===== config.mk =====
export PLATFORM = sky130hd
export DESIGN_NAME = programmable_clock_divider
export DESIGN_NICKNAME = d
export VERILOG_FILES = /design/src/rtl/programmable_clock_divider.sv
export SDC_FILE = /design/constraint.sdc
export NUM_CORES = 1
export LEC_CHECK = 0
export ABC_AREA = 1
export BUFFER_PORTS_ARGS = -buffer_cell sky130_fd_sc_hd__buf_2
export CORE_UTILIZATION = 54
export CTS_BUF_LIST = sky130_fd_sc_hd__clkbuf_4 sky130_fd_sc_hd__clkbuf_8
export DETAILED_ROUTE_END_ITERATION = 12
export GPL_TIMING_DRIVEN = 0
export PLACE_DENSITY_LB_ADDON = 0.3
export SYNTH_ARGS = -nofsm -noshare
export SYNTH_HDL_FRONTEND = slang
export SYNTH_SLANG_ARGS = --single-unit

===== constraint.sdc =====
create_clock -name clock -period 3.01 [get_ports clock]
set_input_delay 0 -clock clock [delete_from_list [all_inputs] [get_ports clock]]
set_output_delay 0 -clock clock [all_outputs]
set_load 0.02 [all_outputs]

===== src/rtl/programmable_clock_divider.sv =====
// Programmable integer clock divider.
// Produces a registered divided clock (clockOut) and a one-cycle strobe
// (period_start) that marks the first cycle of each high phase. A new
// divisor is accepted through a valid/ready handshake. It takes effect only
// at a period boundary, or on the next edge when the output is stopped, so
// the divided clock never produces a runt pulse.
module programmable_clock_divider #(
    parameter int DIV_WIDTH = 8,
    parameter int RESET_DIV = 2
) (
    input  logic                 clock,
    input  logic                 reset,
    input  logic                 div_valid,
    output logic                 div_ready,
    input  logic [DIV_WIDTH-1:0] div_bits,
    output logic                 clockOut,
    output logic                 period_start,
    output logic [DIV_WIDTH-1:0] cur_div
);

    localparam logic [DIV_WIDTH-1:0] ZERO = '0;
    localparam logic [DIV_WIDTH-1:0] ONE  = {{(DIV_WIDTH-1){1'b0}}, 1'b1};
    localparam logic [DIV_WIDTH-1:0] TWO  = {{(DIV_WIDTH-2){1'b0}}, 2'b10};

    // A requested ratio of 1 cannot give a low phase, so it becomes 2.
    function automatic logic [DIV_WIDTH-1:0] clamp_div(input logic [DIV_WIDTH-1:0] req);
        return (req == ONE) ? TWO : req;
    endfunction

    // Length of the high phase: ceil(d/2). One extra bit avoids overflow at the top ratio.
    function automatic logic [DIV_WIDTH:0] half_ceil(input logic [DIV_WIDTH-1:0] d);
        return ({1'b0, d} + {{DIV_WIDTH{1'b0}}, 1'b1}) >> 1;
    endfunction

    localparam logic [DIV_WIDTH-1:0] RESET_D   = clamp_div(DIV_WIDTH'(RESET_DIV));
    // Parking the counter on the last cycle makes the first edge after reset a boundary.
    localparam logic [DIV_WIDTH-1:0] RESET_CNT = (RESET_D == ZERO) ? ZERO : (RESET_D - ONE);

    logic [DIV_WIDTH-1:0] div_active;
    logic [DIV_WIDTH-1:0] div_pend;
    logic                 pend_valid;
    logic [DIV_WIDTH-1:0] cnt;

    logic [DIV_WIDTH-1:0] div_active_next;
    logic [DIV_WIDTH-1:0] div_pend_next;
    logic                 pend_valid_next;
    logic [DIV_WIDTH-1:0] cnt_next;
    logic                 clk_out_next;
    logic                 strobe_next;

    logic running;
    logic boundary;
    logic apply;
    logic xfer;

    // Only one update may be pending; ready is low while reset is asserted.
    assign div_ready = !pend_valid && !reset;
    assign xfer      = div_valid && div_ready;
    assign running   = (div_active != ZERO);
    assign boundary  = running && (cnt == (div_active - ONE));
    // Pending ratio loads at the end of a period, or immediately when stopped.
    assign apply     = pend_valid && (!running || boundary);
    assign cur_div   = div_active;

    // Next-state for counter, active/pending divisor, and both output flops.
    always_comb begin
        div_active_next = div_active;
        div_pend_next   = div_pend;
        pend_valid_next = pend_valid;
        cnt_next        = cnt;

        if (apply) begin
            div_active_next = div_pend;
            cnt_next        = ZERO;
            pend_valid_next = 1'b0;
        end else if (running) begin
            cnt_next = boundary ? ZERO : (cnt + ONE);
        end else begin
            cnt_next = ZERO;
        end

        if (xfer) begin
            div_pend_next   = clamp_div(div_bits);
            pend_valid_next = 1'b1;
        end

        // Outputs are computed from the next counter so they stay aligned with it.
        clk_out_next = (div_active_next != ZERO) && ({1'b0, cnt_next} < half_ceil(div_active_next));
        strobe_next  = (div_active_next != ZERO) && (cnt_next == ZERO);
    end

    // State and output registers; reset drops the output and any pending update.
    always_ff @(posedge clock) begin
        if (reset) begin
            div_active   <= RESET_D;
            cnt          <= RESET_CNT;
            pend_valid   <= 1'b0;
            clockOut     <= 1'b0;
            period_start <= 1'b0;
        end else begin
            div_active   <= div_active_next;
            cnt          <= cnt_next;
            pend_valid   <= pend_valid_next;
            clockOut     <= clk_out_next;
            period_start <= strobe_next;
        end
    end

    // Pending divisor is plain data; it is only consumed when pend_valid is set.
    always_ff @(posedge clock) begin
        div_pend <= div_pend_next;
    end

endmodule


==> results of run 1 <==
-- cell families (layout without fill, tap and decap cells) --
| group | Yosys count | count (layout) | share of synthesized area (%) |
|---|---|---|---|
| AO/OA/AOI/OAI | 9 | 9 | 2.84 |
| XOR/XNOR | 7 | 7 | 3.23 |
| adder cells (fa/ha/maj) | 11 | 11 | 7.26 |
| buffers and inverters | 50 | 107 | 10.9 |
| flip-flops | 27 | 27 | 32.7 |
| AND/OR/NAND/NOR | 178 | 178 | 43.0 |
-- sequential cells by signal, summed over array words and instances (netlist names) --
register      count
div_pend          8
cur_div           8
clockOut          1
period_start      1
cnt               8
pend_valid        1
-- final cells by class --
type	count	area, sq um	share of cell area (%)
Inverter	38	148	5.85
Tap cell	46	57.6	2.28
Buffer	12	68.8	2.73
Clock inverter	1	8.76	0.347
Multi-Input combinational cell	205	1220	48.4
Sequential cell	27	628	24.9
Clock buffer	3	22.5	0.893
Timing Repair Buffer	53	369	14.6
-- worst min-delay path by stage --
stage,cells past startpoint,startpoint,endpoint
finish,2,reset,cur_div[0]$_SDFF_PP0_
global placement,2,div_bits[7],div_pend[7]$_SDFFCE_PN0P_
global route,2,reset,cur_div[0]$_SDFF_PP0_
CTS,2,reset,cur_div[0]$_SDFF_PP0_
floorplan,1,div_bits[2],div_pend[2]$_SDFFCE_PN0P_
detailed placement,2,div_bits[7],div_pend[7]$_SDFFCE_PN0P_
-- worst reg2reg max path: stages, from the launching register on --
cell and delay [ns]:
dfxtp_4 0.38, inv_2 0.05, ha_4 0.16, or2_1 0.24, nand2_1 0.06, nand2_1 0.05
nand2_1 0.09, nand3_2 0.11, nor2_4 0.12, nand3_4 0.08, nand2_4 0.12, nand2_8 0.08
buf_8 0.15, buf_6 0.13, nand2_2 0.08, nand2_4 0.08, nor2_4 0.14, nand4_1 0.17
ha_4 0.28, a211o_1 0.25, a31oi_1 0.12, and2_1 0.13, nand2_1 0.06, nor2_2 0.07
-- stage by stage --
step	instances	setup WS (ns)	util [%]	instance area [sq um]	TNS [ns]
2_1_floorplan	282	-0.0328	-	1920	-0.0328
3_3_place_gp	348	-0.227	61.8	2080	-0.227
3_5_place_dp	348	-0.272	61.8	2080	-0.272
4_1_cts	372	-0.0998	69.0	2320	-0.0998
5_1_grt	385	-0.405	75.0	2520	-0.405
6_report	385	-0.215	75.0	2520	-0.215
-- synthesized netlist by cell type, types with 2 or more instances --
cell,count
a21oi_1,5
buf_6,2
clkbuf_1,8
dfxtp_1,19
edfxtp_1,8
ha_1,11
inv_1,37
nand2_1,80
nand2_2,6
nand2_4,2
nand3_1,27
nand3b_1,4
nand4_1,6
nor2_1,32
nor2_2,6
nor3_1,7
nor4_1,2
xnor2_1,2
xor2_1,5
-- timing repair --
action                     4_1_cts  5_1_grt
cloned                           0        1
hold endpoints to repair         8        0
buffers inserted                12       12
resized for setup                9       30
setup endpoints to repair        1        1
pin swaps                        9       21
hold buffers                     8        0
-- metal layers --
metal | track usage [%] | vias up | share of wire [%]
met5 | 0 | - | 0
li1 | - | 1000 | -
met4 | 7.14 | 0 | 4.0
met1 | 34.0 | 950 | 40
met2 | 50.8 | 97 | 50
met3 | 2.52 | 28 | 6.1
==> flow_summary.yaml, run 1 <==
worst_setup_path:
  crit_type: "flip-flop to flip-flop"
  path_delay_family: "simple AND/OR/NAND/NOR gates"
  path_common_cell: "nand2_1"
  cp_num_buf_inv: 3
  cp.depth: 23
  start_kind: "flip-flop"
  r2r_cells: 23
  slowest_stage: "dfxtp_4"
  crit_end: "clockOut$_SDFF_PP0_"
  cp-startpoint: "cur_div[1]$_SDFF_PP1_"
  crit_path_max_fanout: 6
  rr_endpoint: "clockOut$_SDFF_PP0_"
  slowest_delay_ns: 0.38
  rrSetupSlack_ns: -0.22
  required_ns: 3.30
  crit_arrival_ns: 3.51
  path_cells: "inv_2, ha_4, or2_1, nand2_1, nand2_1, nand2_1, nand3_2, nor2_4, nand3_4, nand2_4, nand2_8, buf_8, buf_6, nand2_2, nand2_4, nor2_4, nand4_1, ha_4, a211o_1, a31oi_1, and2_1, nand2_1, nor2_2"
  reg2reg_from: "cur_div[1]$_SDFF_PP1_"
  endpoint_kind: "flip-flop"
timing:
  tightest_slew_ns: 1.32
  max_freq_mhz: 310
  skew_ns: 0.0160
  maxSlewHeadroom_pct: 11.6
  layout_min_cycle_time_ns: 3.23
  setup-violations-final: 1
  final_hold_viol_count: 0
  hold_ws_ns: 0.0916
  drv_slew: 0
  timing.final.ws_setup_ns: -0.215
  grt_setup_unrepaired: "true"
  min_period_over_period_pct: 107
grt:
  antenna_found_initial: 0
  grt_pass1_wl_mm: 7.51
  grt_max_degree: 18
  grt_usage_pct: 27.4
  gr-total-overflow: 0
  grt_pass1_vias: 1755
routing:
  wl_mm: 5.49
  wl_per_cell_um: 14.2
  drc: 0
  viasPerCell: 5.39
  antenna_left: 0
  dr_total_vias: 2075
  drt_iter0_markers: 131
  drtPass1Iterations: 5
logic_synthesis:
  yosysWarnings: 0
  synth_ff_type: "dfxtp_1"
  ys_ff_latch: 27
  synth_sequential_area_ratio_pct: 32.7
  synth_enable_flop_cells: 8
  synth.distinct_cells: 32
  ys_top_cells_by_area: "dfxtp_1, nand2_1, edfxtp_1, inv_1, ha_1"
  synth_fp_nets: 304
  synth_top_area_share_pct: 20.1
  synth_top_cell_by_area: "dfxtp_1"
  synthCells: 282
  synthArstFlopShare_pct: 0
  syn-mean-instance-area_sq_um: 6.73
  syn_area_sq_mm: 0.00190
finish:
  fillCellCount: 269
  final_net_count: 362
  drive_above_1_share_pct: 29.5
  num_antenna_cells: 0
  area_growth_syn_to_layout_pct: 33.0
  layout_commonest_cell: "nand2_1"
  final_cell_mix: "nand2_1, inv_1, nor2_1, nand3_1, buf_4"
placement:
  hpwl_mm: 3.38
  place_congestion: 0.903
  io_buffer_count: 20
clock_network:
  cts_sinks: 27
  clockBufferDepth: 2
  cts_root_buf: "clkbuf_4"
  cts_tree: "done"
  h-tree-depth: 1
  numCtsBuffers: 3
  path_clk_slew_ns: 0.15
  clock_latency_ns: 0.35
status:
  status: "finished with violations"
  failed_checks: "setup timing"
floorplanning:
  die_area_sq_mm: 0.00375
  die_w_um: 61.3
  io-pin-count: 22
  fp-row-count: 21
  core-area_sq_mm: 0.00336
  initial_core_util_pct: 56.4
  die_h_um: 61.3
job:
  drv_cap: 0
hold_path:
  hp-class: "input port to flip-flop"
Power of run 1 is left out: the tool's default activity adds up to more than one toggle a clock period on the data nets, which glitch-free logic cannot reach.
==> run 2: changes to the inputs <==
--- a/config.mk
+++ b/config.mk
@@ -5,7 +5,6 @@
 export SDC_FILE = /design/constraint.sdc
 export NUM_CORES = 1
 export LEC_CHECK = 0
-export ABC_AREA = 1
 export BUFFER_PORTS_ARGS = -buffer_cell sky130_fd_sc_hd__buf_2
 export CORE_UTILIZATION = 54
 export CTS_BUF_LIST = sky130_fd_sc_hd__clkbuf_4 sky130_fd_sc_hd__clkbuf_8
==> run 2 against run 1 <==
Net effect: the flow still finishes with violations (setup timing); first-iteration DRC count is 20% lower; via count is 19% lower; critical path depth is 9 lower; critical endpoint unchanged; highest routed layer unchanged.
==> flow_summary.yaml, run 2 <==
grt:
  grt_max_degree: 17
  grt_usage_pct: 25.7
  grt_pass1_vias: 1507
  antenna_found_initial: 0
  gr-total-overflow: 0
  grt_pass1_wl_mm: 6.86
finish:
  multi_input_area_sq_mm: 0.00129
  fin_area_sq_mm: 0.00246
  final-seq-area_sq_um: 646
  area_growth_syn_to_layout_pct: 31.0
  final_cell_mix: "nor2_1, buf_2, buf_4, xor2_1"
  drive_above_1_share_pct: 35.8
  fillCellCount: 235
  final_net_count: 280
  layout_commonest_cell: "nor2_1"
  num_antenna_cells: 0
logic_synthesis:
  synth_top_family_by_area: "simple AND/OR/NAND/NOR gates"
  synth_common_cells: "nor2_1, dfxtp_1, xor2_1"
  synth_most_common_cell: "nor2_1"
  synth.area.mux_share_pct: 4.47
  synth_xor_area_share_pct: 10.3
  synth_top_cell_by_area: "dfxtp_1"
  synth_fp_nets: 231
  yosysWarnings: 0
  synth_top_area_share_pct: 20.3
  syn_area_sq_mm: 0.00188
  ys_ff_latch: 27
  synth.distinct_cells: 51
  synth-simple-area-share_pct: 24.0
  synth_fa_ha_area_share_pct: 7.33
  synth_enable_flop_cells: 8
  syn-mean-instance-area_sq_um: 8.98
  synth_compound_area_share_pct: 14.6
  synth_ff_type: "dfxtp_1"
  synthCells: 209
  ys_top_cells_by_area: "dfxtp_1, edfxtp_1, ha_1, nor2_1, xor2_1"
  synth_sequential_area_ratio_pct: 33.1
  synthArstFlopShare_pct: 0
power_and_ir_drop:
  p_leak_nw: 1.02
  peakVddDrop_uv: 552
  p_int_w: 0.00163
  clkPwrFrac_pct: 5.5
  sw_frac_of_total_pct: 45.8
  p_per_area_mw_per_mm2: 1230
  total_power_w: 0.00301
  pwr-share-seq_pct: 19.6
  switchingPower_w: 0.00138
  p_comb_share_pct: 74.9
timing:
  drv_slew: 0
  final_hold_viol_count: 0
  maxSlewHeadroom_pct: 69.8
  tightest_slew_ns: 0.449
  skew_ns: 0.0125
  max_freq_mhz: 275
  layout_min_cycle_time_ns: 3.64
  hold_ws_ns: 0.191
  timing.final.ws_setup_ns: -0.628
  min_period_over_period_pct: 121
  setup-violations-final: 2
  grt_setup_unrepaired: "true"
floorplanning:
  die_h_um: 61.0
  die_w_um: 61.0
  io-pin-count: 22
  fp-row-count: 21
  core-area_sq_mm: 0.00334
  initial_core_util_pct: 56.2
  die_area_sq_mm: 0.00372
clock_network:
  cts_sinks: 27
  numCtsBuffers: 3
  h-tree-depth: 1
  path_clk_slew_ns: 0.16
  cts_tree: "done"
  cts_root_buf: "clkbuf_4"
  clock_latency_ns: 0.34
  clockBufferDepth: 2
routing:
  drt_iter0_markers: 105
  drtPass1Iterations: 4
  viasPerCell: 5.51
  dr_total_vias: 1671
  wl_mm: 4.62
  drc: 0
  wl_per_cell_um: 15.2
  antenna_left: 0
placement:
  dpl-instance-area_sq_mm: 0.00208
  io_buffer_count: 21
  place_congestion: 0.843
  hpwl_mm: 2.93
  dp_worst_setup_slack_ns: -1.00
worst_setup_path:
  crit_type: "flip-flop to flip-flop"
  crit_arrival_ns: 3.89
  endpoint_kind: "flip-flop"
  required_ns: 3.26
  start_kind: "flip-flop"
  crit_path_max_fanout: 6
status:
  status: "finished with violations"
  failed_checks: "setup timing"
hold_path:
  hp-class: "input port to flip-flop"
job:
  drv_cap: 0
[run 2: metrics by stage]
step	util, %	cells	setup TNS, ns
3_3_place_gp	62.3	276	-1.04
3_5_place_dp	62.3	276	-1.22
4_1_cts	70.2	297	-0.667
5_1_grt	73.7	303	-0.990
2_1_floorplan	-	209	-0.606
6_report	73.7	303	-0.807
[run 2: power groups by stage]
stage	Sequential [W]	Combinational (W)	Clock [W]
floorplan	0.000615	0.00139	0
global placement	0.000576	0.00173	0
detailed placement	0.000580	0.00177	0
CTS	0.000576	0.00206	0.000171
global route	0.000597	0.00242	0.000182
finish	0.000590	0.00226	0.000167
[run 2: cell type report]
class	instances	area share, %
clock inverter	1	0.305
multi-input combinational	157	52.5
timing repair buffer	48	13.7
sequential	27	26.3
buffer	12	2.60
clock buffer	3	0.916
tap	46	2.34
inverter	9	1.37
[run 2: final timing paths]
path	start	to	slack, ns	depth (start not counted)
setup / recovery	cur_div[4]$_SDFF_PP0_	clockOut$_SDFF_PP0_	-0.63	14
hold / removal	div_valid	div_pend[7]$_SDFFCE_PN0P_	0.19	2
setup reg to reg	cur_div[4]$_SDFF_PP0_	clockOut$_SDFF_PP0_	-0.63	14
hold reg to reg	cnt[0]$_SDFF_PP1_	cnt[0]$_SDFF_PP1_	0.58	1
[run 2: cell families (layout without fill, tap and decap cells)]
kind of cell             Yosys count  in the layout
flip-flops                        27             27
adder cells (fa/ha/maj)           11             11
AND/OR/NAND/NOR                   89             89
buffers and inverters             25             73
multiplexers                       8              8
AO/OA/AOI/OAI                     27             27
XOR/XNOR                          22             22
[run 2: routing by layer]
layer  GRT usage [%]  share of wire (%)
met5               0                  0
met4            9.42                2.1
met3            2.56                3.1
met2            43.5                 50
met1            34.0                 45
[run 2: worst max-delay path, stage by stage, from the launching register on]
cell       delay (ns)
dfxtp_4          0.37
or3_4            0.40
a2111oi_4        0.30
nor2_2           0.09
a2111oi_4        0.46
o21ai_4          0.12
buf_4            0.18
mux2i_2          0.33
nand4_4          0.17
xnor2_2          0.17
ha_1             0.32
a21o_1           0.17
a21oi_2          0.14
nor2b_2          0.06
a2111oi_4        0.26
[run 2: repair_timing]
item | CTS | global route
hold endpoints to repair | 10 | 0
hold buffers | 10 | 0
pin swaps | 12 | 10
endpoints found under the setup margin | 2 | 2
cloned | 0 | 0
resized for setup | 21 | 16
setup buffers | 10 | 7
(Power assumes the default switching activity.)
